<file path="config.mk">
export PLATFORM = sky130hd
export DESIGN_NAME = uart_rx_byte_flat
export DESIGN_NICKNAME = d
export VERILOG_FILES = /design/src/rtl/uart_rx_byte_if.sv /design/src/rtl/uart_rx_byte.sv /design/src/flat_wrapper.sv
export SDC_FILE = /design/constraint.sdc
export NUM_CORES = 1
export LEC_CHECK = 0
export ABC_AREA = 1
export CORE_ASPECT_RATIO = 1.25
export CORE_MARGIN = 5
export CORE_UTILIZATION = 40
export DETAILED_ROUTE_END_ITERATION = 10
export DONT_BUFFER_PORTS = 1
export PLACE_DENSITY = 0.66
export SLEW_MARGIN = 10
export SYNTH_ARGS = -nofsm -noshare
export SYNTH_HDL_FRONTEND = slang
export SYNTH_SLANG_ARGS = --single-unit
</file>
<file path="constraint.sdc">
create_clock -name clk -period 1.7 [get_ports clk]
set_clock_uncertainty 0.15 [all_clocks]
set_input_delay 0.085 -clock clk [delete_from_list [all_inputs] [get_ports clk]]
set_output_delay 0.085 -clock clk [all_outputs]
set_load 0.01 [all_outputs]
</file>
<file path="src/rtl/uart_rx_byte_if.sv">
// Receiver-side signal bundle for uart_rx_byte: serial line in, byte/strobes out.
// The slave modport is the receiver; the master modport is the line driver / byte consumer.
interface uart_rx_byte_if;
    logic       uart_rx;
    logic [7:0] uart_data;
    logic       uart_data_valid;
    logic       framing_error;
    logic       parity_error;

    modport slave (
        input  uart_rx,
        output uart_data,
        output uart_data_valid,
        output framing_error,
        output parity_error
    );

    modport master (
        output uart_rx,
        input  uart_data,
        input  uart_data_valid,
        input  framing_error,
        input  parity_error
    );
endinterface

</file>
<file path="src/rtl/uart_rx_byte.sv">
// Oversampling 8N1 UART receiver with one-cycle byte strobe and error strobes.
// Define UART_RX_PARITY_EN to receive 8E1 frames with a live parity_error strobe.
module uart_rx_byte #(
    parameter int CLK_FREQ  = 50_000_000,
    parameter int BAUD_RATE = 115200
) (
    input  logic           clk,
    input  logic           reset,
    uart_rx_byte_if.slave  bus,
    output logic [2:0]     o_dbg_state
);
    localparam int CLKS_PER_BIT = (CLK_FREQ + BAUD_RATE / 2) / BAUD_RATE;
    localparam int HALF_BIT     = CLKS_PER_BIT / 2;
    localparam int CNT_W        = $clog2(CLKS_PER_BIT);
    localparam logic [CNT_W-1:0] CNT_BIT_END  = CNT_W'(CLKS_PER_BIT - 1);
    localparam logic [CNT_W-1:0] CNT_HALF_END = CNT_W'(HALF_BIT - 1);

    if (CLKS_PER_BIT < 4) begin : g_cfg_check
        $error("uart_rx_byte: CLKS_PER_BIT must be at least 4");
    end

    typedef enum logic [2:0] {
        S_IDLE      = 3'd0,
        S_START     = 3'd1,
        S_DATA      = 3'd2,
`ifdef UART_RX_PARITY_EN
        S_PARITY    = 3'd3,
`endif
        S_STOP      = 3'd4,
        S_WAIT_HIGH = 3'd5
    } state_t;

    state_t           r_state;
    state_t           w_next_state;
    logic             r_rx_meta;
    logic             r_rx_s;
    logic             r_rx_prev;
    logic [CNT_W-1:0] r_cnt;
    logic [2:0]       r_bit_idx;
    logic [7:0]       r_shift;
    logic [7:0]       r_data;
    logic             r_valid;
    logic             r_ferr;
    logic             w_fall;
    logic             w_bit_end;
    logic             w_half_end;
    logic             w_cnt_clr;
    logic             w_valid_nxt;
    logic             w_ferr_nxt;
`ifdef UART_RX_PARITY_EN
    logic             r_par_err;
    logic             r_perr;
    logic             w_perr_nxt;
`endif

    assign w_fall     = r_rx_prev & ~r_rx_s;
    assign w_bit_end  = (r_cnt == CNT_BIT_END);
    assign w_half_end = (r_cnt == CNT_HALF_END);

    // Synchronizer and edge-detect copy reset high so a released reset never looks like a start.
    always_ff @(posedge clk or posedge reset) begin
        if (reset) begin
            r_rx_meta <= 1'b1;
            r_rx_s    <= 1'b1;
            r_rx_prev <= 1'b1;
        end else begin
            r_rx_meta <= bus.uart_rx;
            r_rx_s    <= r_rx_meta;
            r_rx_prev <= r_rx_s;
        end
    end

    always_ff @(posedge clk or posedge reset) begin
        if (reset) r_state <= S_IDLE;
        else       r_state <= w_next_state;
    end

    always_comb begin
        w_next_state = r_state;
        w_valid_nxt  = 1'b0;
        w_ferr_nxt   = 1'b0;
`ifdef UART_RX_PARITY_EN
        w_perr_nxt   = 1'b0;
`endif
        case (r_state)
            S_IDLE:  if (w_fall) w_next_state = S_START;
            S_START: if (w_half_end) w_next_state = r_rx_s ? S_IDLE : S_DATA;
            S_DATA: begin
                if (w_bit_end && (r_bit_idx == 3'd7)) begin
`ifdef UART_RX_PARITY_EN
                    w_next_state = S_PARITY;
`else
                    w_next_state = S_STOP;
`endif
                end
            end
`ifdef UART_RX_PARITY_EN
            S_PARITY: if (w_bit_end) w_next_state = S_STOP;
`endif
            S_STOP: begin
                if (w_bit_end) begin
                    if (r_rx_s) begin
`ifdef UART_RX_PARITY_EN
                        if (r_par_err) w_perr_nxt = 1'b1;
                        else
`endif
                        w_valid_nxt  = 1'b1;
                        w_next_state = S_IDLE;
                    end else begin
                        w_ferr_nxt   = 1'b1;
                        w_next_state = S_WAIT_HIGH;
                    end
                end
            end
            S_WAIT_HIGH: if (r_rx_s) w_next_state = S_IDLE;
            default:     w_next_state = S_IDLE;
        endcase
        w_cnt_clr = (w_next_state != r_state) || (r_state == S_IDLE) ||
                    (r_state == S_WAIT_HIGH) || ((r_state == S_DATA) && w_bit_end);
    end

    always_ff @(posedge clk or posedge reset) begin
        if (reset) begin
            r_cnt     <= '0;
            r_bit_idx <= 3'd0;
            r_shift   <= 8'h00;
            r_data    <= 8'h00;
            r_valid   <= 1'b0;
            r_ferr    <= 1'b0;
        end else begin
            r_cnt <= w_cnt_clr ? '0 : r_cnt + 1'b1;
            if (r_state == S_IDLE) begin
                r_bit_idx <= 3'd0;
            end else if ((r_state == S_DATA) && w_bit_end) begin
                r_shift   <= {r_rx_s, r_shift[7:1]};
                r_bit_idx <= r_bit_idx + 3'd1;
            end
            if (w_valid_nxt) r_data <= r_shift;
            r_valid <= w_valid_nxt;
            r_ferr  <= w_ferr_nxt;
        end
    end

`ifdef UART_RX_PARITY_EN
    // Even parity: data bits XOR parity bit must be zero.
    always_ff @(posedge clk or posedge reset) begin
        if (reset) begin
            r_par_err <= 1'b0;
            r_perr    <= 1'b0;
        end else begin
            if (r_state == S_IDLE)
                r_par_err <= 1'b0;
            else if ((r_state == S_PARITY) && w_bit_end)
                r_par_err <= ^{r_shift, r_rx_s};
            r_perr <= w_perr_nxt;
        end
    end
    assign bus.parity_error = r_perr;
`else
    assign bus.parity_error = 1'b0;
`endif

    assign bus.uart_data       = r_data;
    assign bus.uart_data_valid = r_valid;
    assign bus.framing_error   = r_ferr;
    assign o_dbg_state         = r_state;
endmodule

</file>
<file path="src/flat_wrapper.sv">
// flat-port wrapper written by rule: the top's interface ports become plain ports
module uart_rx_byte_flat 
#(
    parameter int CLK_FREQ  = 50_000_000,
    parameter int BAUD_RATE = 115200
)
  (clk, reset, o_dbg_state, bus_uart_rx, bus_uart_data, bus_uart_data_valid, bus_framing_error, bus_parity_error);
  uart_rx_byte_if bus_i ();
  input  logic clk;
  input  logic reset;
  output logic [2:0] o_dbg_state;
  input wire logic [$bits(bus_i.uart_rx)-1:0] bus_uart_rx;
  output wire logic [$bits(bus_i.uart_data)-1:0] bus_uart_data;
  output wire logic [$bits(bus_i.uart_data_valid)-1:0] bus_uart_data_valid;
  output wire logic [$bits(bus_i.framing_error)-1:0] bus_framing_error;
  output wire logic [$bits(bus_i.parity_error)-1:0] bus_parity_error;
  assign bus_i.uart_rx = bus_uart_rx;
  assign bus_uart_data = bus_i.uart_data;
  assign bus_uart_data_valid = bus_i.uart_data_valid;
  assign bus_framing_error = bus_i.framing_error;
  assign bus_parity_error = bus_i.parity_error;
  uart_rx_byte #(.CLK_FREQ(CLK_FREQ), .BAUD_RATE(BAUD_RATE)) u_core (.clk(clk), .reset(reset), .bus(bus_i), .o_dbg_state(o_dbg_state));
endmodule
</file>
Yosys cells after proc, flatten, opt, wreduce, memory -nomap -nowiden --
Cells that the tools add are included.
Cells by class: add/sub/neg operators 2, equal/unequal tests 8, muxes and demuxes 17, bitwise operators 3, reductions and logical operators 8
Operators with widths (count):
- $mux 3 | 8
- $pmux 3 s5 | 1
- $add 9x1->9 const B | 1
- $eq 3x3->1 const B | 3
- $eq 9x8->1 const B | 1
- $eq 9x9->1 const B | 1
- $mux 9 | 1
- $mux 1 | 6
- $add 3x1->3 const B | 1
- $eq 3x1->1 const B | 1
- $eq 3x2->1 const B | 1
- $logic_not 3->1 | 1
- $logic_or 1x1->1 | 3
- $ne 3x3->1 | 1
- $logic_and 1x1->1 | 2
- $mux 2 | 1
- $not 1->1 | 2
- $reduce_and 2->1 | 1
- $reduce_bool 2->1 | 1
- $and 1x1->1 | 1
Storage, ports and cells: bits in registers 36, word-level logic and storage cells 48

Depth between registers and ports, before layout --
Gate-level depths: netlist of run 1.
word-level depth 9, depth in mapped cells 13

Worst setup path after synthesis of run 1 --
No wires, ideal clock.
kind register to register, start point register u_core.r_cnt[1], end point register u_core.r_cnt[5], setup time 121 ps, arrival 1393 ps, data required time 1429 ps, slack 36 ps, stages on the path, launching flop included 12, buffers on the path 0, clock period less this slack 1664 ps, cell sequence dfrtp_1 > inv_1 > ha_1 > nand2_1 > nor2_8 > nand2_2 > nand2_2 > nand3_2 > a21oi_1 > nor2_2 > nand2_4 > nor2_2
On the way: longest elaborated chain between the ends 9
RTL lines:
- start: declaration | RTL line uart_rx_byte.sv:38 | logic [CNT_W-1:0] r_cnt;
- start signal: assignment | RTL line uart_rx_byte.sv:131 | r_cnt <= w_cnt_clr ? '0 : r_cnt + 1'b1;
- $eq 9x9->1 | RTL line uart_rx_byte.sv:57 | assign w_bit_end = (r_cnt == CNT_BIT_END);
- $logic_and 1x1->1 | RTL line uart_rx_byte.sv:89 | if (w_bit_end && (r_bit_idx == 3'd7)) begin
- $mux 3 | RTL line uart_rx_byte.sv:89
- $pmux 3 s5 | RTL line uart_rx_byte.sv:85 | case (r_state)
- $ne 3x3->1 | RTL line uart_rx_byte.sv:118 | w_cnt_clr = (w_next_state != r_state) || (r_state == S_IDLE) ||
- $logic_or 1x1->1 (2 in a row) | RTL line uart_rx_byte.sv:118
- $logic_or 1x1->1 | RTL line uart_rx_byte.sv:119 | (r_state == S_WAIT_HIGH) || ((r_state == S_DATA) && w_bit_end);
- $mux 9 * | RTL line uart_rx_byte.sv:131
Every way passes the cells marked *; elsewhere a longest branch is shown, timed or not. A chain may end at the register's enable or synchronous reset.

Final worst setup path of run 1 --
start point register u_core.r_cnt[1], end point register u_core.r_cnt[4]
The elaborated chain is that of the path after synthesis.

==> summary.md, run 1 <==
| Metric | Value |
|---|---|
| Placed cell area | `2030 µm²` |
| Synth top area share | `45.9%` |
| CP max stage delay | `a little under 400 ps` |
| Total clock buffers created by CTS | `5` |
| Clk Latency, worst-skew pair | `280 ps` |
| Slowest cell on crit path | `dfrtp_1` |
| Min-Delay Path Class | `in -> reg` |
| Worst path most repeated cell | `nor2_2` |
| Post-synthesis cell area | `1800 µm²` |
| Detail-routed via count per cell | `4.67` |
| Die Area | `just under 6000 µm²` |
| Comb power frac | `between 20% and 30%` |
| Final setup viols | `10` |
| GRT overflow | `0` |
| Max Cap Viol | `0` |
| Routed wire length | `3640 µm` |
| Crit path buf inv count | `1` |
| Area Overhead vs Synth | `31.6%` |
| PortBufs | `0` |
| Switching share of power | `29.9%` |
| R2r startpoint | `u_core.r_cnt[1]` |
| Overall global routing resource usage | `12.8%` |
| Most frequent cells in the layout | `dfrtp_1 (32), nand2_1 (31), buf_4 (31)` |
| Initial core utilization | `41.0%` |
| Initial antenna violation count | `0` |
| Register area share after synthesis | `between 50% and 60%` |
| Via count | `1339` |
| Sw power | `684 µW` |
| # diodes | `0` |
| DR DRC count | `0` |
| Top post-synthesis cells by area | `dfrtp_1 (46%), nand2_1 (7.9%), nor2_2 (4.9%)` |
| Yosys top cell by area | `dfrtp_1` |
| Most common cell after layout, fill and taps aside | `dfrtp_1` |
| Tmin final | `between 1500 and 2000 ps` |
| Max Slew Vio Count | `0` |
| Unrepaired setup endpoints after global routing | `true` |
| Maximum vdd drop | `0.745 mV` |
| Mapped Nets | `199` |
| Failing checks | `setup timing` |
| DIE WIDTH | `70.0 µm` |
| Int Power | `1.60 mW` |
| Avg Inst Size Synth | `9.43 µm²` |
| Global-route wire length before repair | `6150 µm` |
| Crit Reg-Reg Endpoint | `u_core.r_cnt[4]` |
| #FFs+latches synth | `36` |
| Ys Warns | `0` |
| Hold EP | `u_core.r_rx_meta` |
| Crit path capture type | `flip-flop` |
| Synth Instances | `191` |
| Post-DP HPWL | `roughly 2400 µm` |
| Netlist cell types | `27` |
| Clock Sink Count | `36` |
| Vias in the first global route | `1403` |
| Largest net degree at the start of global routing | `37` |
| Delay-heaviest family, CP | `simple AND/OR/NAND/NOR gates` |
| CTS tree | `built` |
| Ratio of cells with drive above 1 in the final layout | `45.4%` |
| First drt pass iteration count | `4` |
| Worst Hold Depth | `1` |
| Clock buffer depth | `2` |
| Worst-path clk slew | `70 ps` |
| Design area | `around 2400 µm²` |
| Final hold viol count | `0` |
| Max Clk Rate | `547 MHz` |
| Status | `finished with violations` |
| CP Data Required Time | `1770 ps` |
| Routed Antenna Nets | `0` |
| Die Ht | `85.0 µm` |
| Core box area | `roughly 4400 µm²` |
| CP startpoint kind | `flip-flop` |
| I/O pin total | `17` |
| Final core occ | `54.0%` |
| Clock Power Share | `about a third` |
| Final WS setup | `-129 ps` |
| Maximum net fanout on the critical path | `5` |
| Final Wtd Congestion | `approximately 0.8` |
| Drt wl/cell | `12.7 µm` |
| Leakage dissipation | `1.09 nW` |
| CP cell instances | `inv_2, ha_4, nand2_2, nor2_2, nand3_2, a21oi_4, a21oi_2, nor2_4, nand2_4, nor2_2` |
| DR iter-0 viols | `55` |
| Setup CP Type | `reg -> reg` |
| Fin crit share | `108%` |
| FP Rows | `27` |
| H-tree depth | `2` |
| Hold_sp | `bus_uart_rx` |
| Flop-to-flop setup slack | `-130 ps` |
| Sequential Power Share | `41.3%` |
| Critical Path AT | `1900 ps` |
| R2R depth | `10` |
| CTS Root Cell | `clkbuf_8` |
| Final nets | `236` |
| Pwr Density | `966 nW/µm²` |
worst register-to-register path: stages, from the launching register on:
cell and delay, ps:
dfrtp_1 390, inv_2 100, ha_4 140, nand2_2 50, nor2_2 100, nand3_2 110
a21oi_4 220, a21oi_2 100, nor2_4 180, nand2_4 120, nor2_2 120
sequential cells by signal (all words and copies together) (netlist names):
name	count
u_core.r_cnt	9
u_core.r_rx_meta	1
u_core.r_rx_s	1
u_core.r_bit_idx	3
u_core.o_dbg_state	3
u_core.r_shift	8
u_core.bus.uart_data_valid	1
u_core.bus.framing_error	1
u_core.r_rx_prev	1
u_core.bus.uart_data	8
power groups by stage:
stage	Clock (mW)	Combinational (mW)	Sequential (mW)
6_report	0.740	0.603	0.946
5_1_grt	0.805	0.661	0.952
4_1_cts	0.765	0.558	0.945
3_5_place_dp	0	0.396	0.961
3_3_place_gp	0	0.386	0.958
2_1_floorplan	0	0.267	0.968
layer usage:
| layer | global-route usage, % | routed length (µm) | vias up |
|---|---|---|---|
| li1 | - | - | 666 |
| met1 | 12.9 | 1360 | 643 |
| met2 | 25.1 | 2070 | 21 |
| met3 | 3.32 | 135 | 9 |
| met4 | 4.36 | 63 | 0 |
| met5 | 0 | 0 | - |
worst max-delay path by stage:
stage,from,end,cells after the start,slack [ps]
5_1_grt,u_core.r_cnt[1],u_core.r_cnt[4],10,-240
6_report,u_core.r_cnt[1],u_core.r_cnt[4],10,-130
2_1_floorplan,u_core.r_cnt[1],u_core.r_cnt[5],11,40
3_5_place_dp,u_core.r_cnt[1],u_core.r_cnt[6],11,-150
3_3_place_gp,u_core.r_cnt[1],u_core.r_cnt[1],11,-120
4_1_cts,u_core.r_cnt[1],u_core.r_cnt[3],12,-90
what timing repair did:
item	CTS	global route
cloned	1	0
setup buffers	6	0
resized for setup	20	20
hold buffers	2	0
pin swaps	9	16
endpoints found under the hold margin	37	0
endpoints found under the setup margin	17	27
metrics by stage:
step | worst slack, ps | TNS (ps) | hold WS, ps | instances | power, mW
after floorplan | 36.1 | 0 | -60.5 | 191 | 1.24
after CTS | -86.1 | -690 | 181 | 287 | 2.27
after detailed placement | -151 | -1360 | -60.4 | 270 | 1.36
final | -129 | -842 | 191 | 287 | 2.29
after global routing | -238 | -1810 | 186 | 287 | 2.42
after global placement | -124 | -1100 | -60.4 | 270 | 1.34
kinds of logic (layout without fill, tap and decap cells):
kind of cell,count (synthesis),after routing,share of synthesized area (%)
buffers and inverters,31,68,7.51
other,1,1,0.208
AO/OA/AOI/OAI,20,20,7.64
AND/OR/NAND/NOR,91,92,27.5
flip-flops,36,36,50.2
adder cells (fa/ha/maj),5,5,3.47
XOR/XNOR,7,7,3.41
cells in the mapped netlist (all sizes together):
master	count
ha	5
nor2	25
a21oi	2
dfrtp	33
buf	3
inv	26
nand4	2
xnor2	3
xor2	4
dfstp	3
nand2	42
conb	1
o21ai	18
nand3	17
clkbuf	2
nor3	5
layout make-up:
type,count,area (µm²)
fillers,399,2020
clock inverters,3,42.5
repair buffers,34,264
multi-input cells,125,913
clock buffers,5,68.8
well taps,58,72.6
inverters,26,103
flip-flops and latches,36,906
No activity file was read; power rests on OpenSTA's default activity.
==> inputs of run 2 (changes only) <==
CORE_UTILIZATION = 41   (was 40)
PLACE_DENSITY = 0.67   (was 0.66)
==> run 2 against run 1 <==
The run still ends with setup timing left. Via count shrank 2.5%. Clock power grew 2%. Setup slack gained 35 ps. Maximum frequency grew 2.0%. Flip-flop and latch count is the same. First-iteration DRC count grew 20%. Sequential share of layout area grew 1.1 points. Count of clock-buffer cells in the layout grew 1. Worst hold slack lost 12 ps. Die area shrank 2.1%. Largest cell class is now flip-flops and latches. Largest power group unchanged.
==> summary.md, run 2 (synthesis results as in run 1) <==
| Metric | Value |
|---|---|
| Max Cap Viol | `0` |
| H-tree depth | `2` |
| Post-DP HPWL | `2350 µm` |
| Routed wire length | `3330 µm` |
| CP Data Required Time | `1780 ps` |
| Max reg flops | `9` |
| Largest Register | `u_core.r_cnt` |
| Initial core utilization | `41.6%` |
| R2R depth | `11` |
| Worst-path clk slew | `70 ps` |
| Failing checks | `setup timing` |
| Maximum net fanout on the critical path | `5` |
| Global-route wire length before repair | `around 5700 µm` |
| Flop-to-flop setup slack | `-90 ps` |
| GRT overflow | `0` |
| Final Non-Filler Cells | `288` |
| Clock Sink Count | `36` |
| Max Slew Vio Count | `0` |
| CTS tree | `built` |
| Final WS setup | `-93.7 ps` |
| Crit Reg-Reg Endpoint | `u_core.r_cnt[2]` |
| Vias in the first global route | `around 1300` |
| Final hold viol count | `0` |
| Unrepaired setup endpoints after global routing | `true` |
| Most common cell after layout, fill and taps aside | `buf_4` |
| Setup CP Type | `reg -> reg` |
| Leakage dissipation | `1.08 nW` |
| Die Ht | `approximately 84 µm` |
| Drt wl/cell | `~12 µm` |
| Ratio of cells with drive above 1 in the final layout | `43.0%` |
| PortBufs | `0` |
| CP cell instances | `ha_4, nand2_4, nor2_8, buf_4, nand3_2, nand2_1, nor2_1, nand2_2, nor2_4, nand2_4, nor2_2` |
| Fin crit share | `106%` |
| Area Overhead vs Synth | `28.1%` |
| Detail-routed via count per cell | `around 4.5` |
| Tmin final | `between 1500 and 2000 ps` |
| DR iter-0 viols | `66` |
| Overall global routing resource usage | `12.4%` |
| Critical Path AT | `1870 ps` |
| Min Hold Slack | `roughly 180 ps` |
| Initial antenna violation count | `0` |
| Pwr Total | `approximately 2.2 mW` |
| Largest net degree at the start of global routing | `37` |
| Via count | `1306` |
| # diodes | `0` |
| CTS Root Cell | `clkbuf_8` |
| Slowest cell on crit path | `dfrtp_1` |
| Max Clk Rate | `558 MHz` |
| Final Wtd Congestion | `0.731` |
| First drt pass iteration count | `4` |
| Setup total negative slack | `-678 ps` |
| Core box area | `roughly 4300 µm²` |
| Clock buffer depth | `2` |
| FP Rows | `27` |
| Status | `finished with violations` |
| I/O pin total | `17` |
| DIE WIDTH | `69.3 µm` |
| CP startpoint kind | `flip-flop` |
| Most frequent cells in the layout | `buf_4 (32), nand2_1 (31), dfrtp_1 (31)` |
| Routed Antenna Nets | `0` |
| Crit path capture type | `flip-flop` |
| Placed insts | `~270` |
| Total clock buffers created by CTS | `5` |
| Worst path most repeated cell | `nand2_4` |
| Min-Delay Path Class | `in -> async` |
| Die Area | `5820 µm²` |
| Clk Latency, worst-skew pair | `290 ps` |
| Pwr Density | `962 nW/µm²` |
| CP max stage delay | `430 ps` |
| Final setup viols | `10` |
| Final nets | `237` |
| DR DRC count | `0` |
| Maximum vdd drop | `0.576 mV` |
| R2r startpoint | `u_core.r_cnt[0]` |
[run 2: cell type report]
class                           instances  area, µm²
Clock buffer                            6       72.6
Multi-Input combinational cell        125        848
Inverter                               26        100
Timing Repair Buffer                   35        272
Tap cell                               58       72.6
Fill cell                             405       2020
Sequential cell                        36        907
Clock inverter                          2       35.0
[run 2: worst max-delay path by stage]
stage | cells past startpoint | start | to | slack (ps)
finish | 11 | u_core.r_cnt[0] | u_core.r_cnt[2] | -90
floorplan | 11 | u_core.r_cnt[1] | u_core.r_cnt[5] | 40
global placement | 11 | u_core.r_cnt[1] | u_core.r_cnt[8] | -130
detailed placement | 11 | u_core.r_cnt[1] | u_core.r_cnt[6] | -190
CTS | 10 | u_core.r_cnt[0] | u_core.r_cnt[6] | -120
global route | 10 | u_core.r_cnt[0] | u_core.r_cnt[6] | -230
[run 2: power breakdown]
| part | total, mW | switching, mW | internal (mW) |
|---|---|---|---|
| registers | 0.953 | 0.0478 | 0.905 |
| clock network | 0.752 | 0.316 | 0.435 |
| logic | 0.514 | 0.283 | 0.232 |
| total | 2.22 | 0.647 | 1.57 |
[run 2: repair_timing]
item                                    CTS  global route
pin swaps                                 9             9
setup buffers                             4             2
hold buffers                              2             0
cloned                                    1             0
hold endpoints to repair                 37             0
endpoints found under the setup margin   17            28
resized for setup                        15            12
[run 2: worst max-delay path, delay by kind of cell (launching register included)]
kind	cells	cell delay [ps]
buf+inv	1	140
flops	1	430
simple gates	9	830
fa+ha+maj	1	190
[run 2: per-stage QoR]
| stage | utilization (%) | cell area [µm²] | setup WS, ps |
|---|---|---|---|
| 2_1_floorplan | - | 1800 | 36.1 |
| 3_3_place_gp | 47.1 | 2040 | -134 |
| 3_5_place_dp | 47.1 | 2040 | -188 |
| 4_1_cts | 52.4 | 2270 | -120 |
| 5_1_grt | 53.4 | 2310 | -226 |
| 6_report | 53.4 | 2310 | -93.7 |
[run 2: metal layers]
metal	vias to the layer above	global-route usage (%)	wire length (µm)
met5	-	0	0
met4	0	5.33	61
met3	9	4.34	162
met2	19	22.3	1750
met1	606	12.9	1360
li1	672	-	-
==> inputs of run 3 (changes only) <==
--- a/constraint.sdc
+++ b/constraint.sdc
@@ -4,2 +4,2 @@
 set_output_delay 0.085 -clock clk [all_outputs]
-set_load 0.01 [all_outputs]
+set_load 0.005 [all_outputs]
==> run 3 against run 2 <==
The flow still finishes with violations (setup timing). Largest power group unchanged. Final cell count shrank 0.69%. Combinational power grew 3%. Critical path depth grew 1. Non-clock buffer count shrank 1. Worst hold slack gained 4.8 ps. Routed wire length grew 3.0%. Final area is essentially flat. Critical endpoint is now u_core.r_cnt[3]. Die area is the same.
==> summary.md, run 3 (synthesis results as in run 1) <==
| Metric | Value |
|---|---|
| Max Cap Viol | `0` |
| Final Wtd Congestion | `0.763` |
| Crit Reg-Reg Endpoint | `u_core.r_cnt[3]` |
| Vias in the first global route | `1368` |
| CP max stage delay | `roughly 430 ps` |
| I/O pin total | `17` |
| Pwr Density | `925 nW/µm²` |
| Die Ht | `84.1 µm` |
| CTS tree | `built` |
| # diodes | `0` |
| Setup CP Type | `reg -> reg` |
| GRT overflow | `0` |
| Placed insts | `272` |
| Clock Sink Count | `36` |
| First drt pass iteration count | `4` |
| CP startpoint kind | `flip-flop` |
| Initial antenna violation count | `0` |
| Worst-path clk slew | `70 ps` |
| Worst path most repeated cell | `nand2_2` |
| Area Overhead vs Synth | `28.2%` |
| Unrepaired setup endpoints after global routing | `true` |
| Max reg flops | `9` |
| Pwr Total | `approximately 2.1 mW` |
| Largest Register | `u_core.r_cnt` |
| DIE WIDTH | `around 69 µm` |
| FP Rows | `27` |
| Maximum net fanout on the critical path | `5` |
| Routed wire length | `3430 µm` |
| Slowest cell on crit path | `dfrtp_1` |
| Ratio of cells with drive above 1 in the final layout | `43.9%` |
| Largest net degree at the start of global routing | `37` |
| Critical Path AT | `1870 ps` |
| Post-DP HPWL | `2250 µm` |
| Routed Antenna Nets | `0` |
| Failing checks | `setup timing` |
| Min-Delay Path Class | `in -> reg` |
| CTS Root Cell | `clkbuf_8` |
| Maximum vdd drop | `0.608 mV` |
| Final setup viols | `9` |
| PortBufs | `0` |
| Initial core utilization | `41.6%` |
| Detail-routed via count per cell | `4.66` |
| Max Slew Vio Count | `0` |
| Tmin final | `1800 ps` |
| Overall global routing resource usage | `12.5%` |
| Clk Latency, worst-skew pair | `290 ps` |
| Final Non-Filler Cells | `286` |
| Die Area | `5820 µm²` |
| Flop-to-flop setup slack | `-100 ps` |
| Final WS setup | `-103 ps` |
| H-tree depth | `2` |
| Fin crit share | `106%` |
| Global-route wire length before repair | `roughly 5900 µm` |
| Final nets | `236` |
| R2r startpoint | `u_core.r_cnt[0]` |
| CP Data Required Time | `1770 ps` |
| Status | `finished with violations` |
| Setup slack at placement | `-114 ps` |
| Total clock buffers created by CTS | `5` |
| Crit path from | `u_core.r_cnt[0]` |
| Drt wl/cell | `between 10 and 15 µm` |
| Via count | `about 1300` |
| Leakage dissipation | `~1.1 nW` |
| Most frequent cells in the layout | `buf_4 (32), dfrtp_1 (32), nand2_1 (30)` |
| Final hold viol count | `0` |
| R2R depth | `12` |
| Max Clk Rate | `555 MHz` |
| Crit path capture type | `flip-flop` |
| CP Capture Point | `u_core.r_cnt[3]` |
| Core box area | `4320 µm²` |
| DR iter-0 viols | `65` |
| Clock buffer depth | `2` |
| DR DRC count | `0` |
| CP cell instances | `inv_2, ha_4, nand2_2, nor3_2, nand3_1, nand2_1, nand2_2, nand2_2, nand2_2, nor2_4, nand2_4, nor2_2` |
run 3: worst min-delay path by stage:
stage / endpoint / from / slack, ps / depth (start not counted)
detailed placement: u_core.r_rx_meta / bus_uart_rx / -60 / 0
global placement: u_core.r_rx_meta / bus_uart_rx / -60 / 0
CTS: u_core.r_rx_meta / bus_uart_rx / 170 / 1
floorplan: u_core.r_rx_meta / bus_uart_rx / -60 / 0
finish: u_core.r_rx_meta / bus_uart_rx / 180 / 1
global route: u_core.r_rx_meta / bus_uart_rx / 180 / 1
run 3: critical path, delay by kind of cell, from the launching register on:
family                     cells  cell delay [ps]
buffers and inverters          1               90
DFF                            1              430
and+or+nand+nor               10              920
adders and majority gates      1              140
run 3: layer usage:
metal	routed length (µm)	global-route usage, %	part of all wire [%]	up-vias
met3	134	4.46	3.9	6
li1	-	-	-	669
met4	40	4.26	1.2	0
met5	0	0	0	-
met2	1870	22.2	54	19
met1	1390	13.6	40	640
run 3: layout make-up:
cell class / instances / area [µm²]
clock buffers: 7 / 96.3
fillers: 412 / 2020
inverters: 26 / 100
multi-input cells: 125 / 873
flip-flops and latches: 36 / 906
well taps: 58 / 72.6
repair buffers: 34 / 260
run 3: repair_timing:
| action | in CTS | in global routing |
|---|---|---|
| endpoints found under the setup margin | 16 | 28 |
| gates cloned | 1 | 0 |
| hold buffers | 2 | 0 |
| gates resized for setup | 12 | 20 |
| setup buffers | 2 | 2 |
| endpoints found under the hold margin | 37 | 0 |
| pin swaps | 7 | 12 |
run 3: stage by stage:
step	setup TNS [ps]	area (µm²)	util (%)	hold slack, ps
final	-702	2310	53.4	184
after floorplan	0	1800	-	-60.5
after global routing	-2440	2310	53.4	175
after global placement	-1060	2050	47.3	-60.4
after CTS	-847	2230	51.5	171
after detailed placement	-995	2050	47.3	-60.4
run 3: power breakdown:
group / switching [mW] / internal, mW / total [mW] / leakage [nW]
combinational: 0.295 / 0.233 / 0.527 / 0.552
sequential: 0.0500 / 0.904 / 0.955 / 0.483
clock: 0.292 / 0.361 / 0.653 / 0.0503
total: 0.637 / 1.50 / 2.14 / 1.09
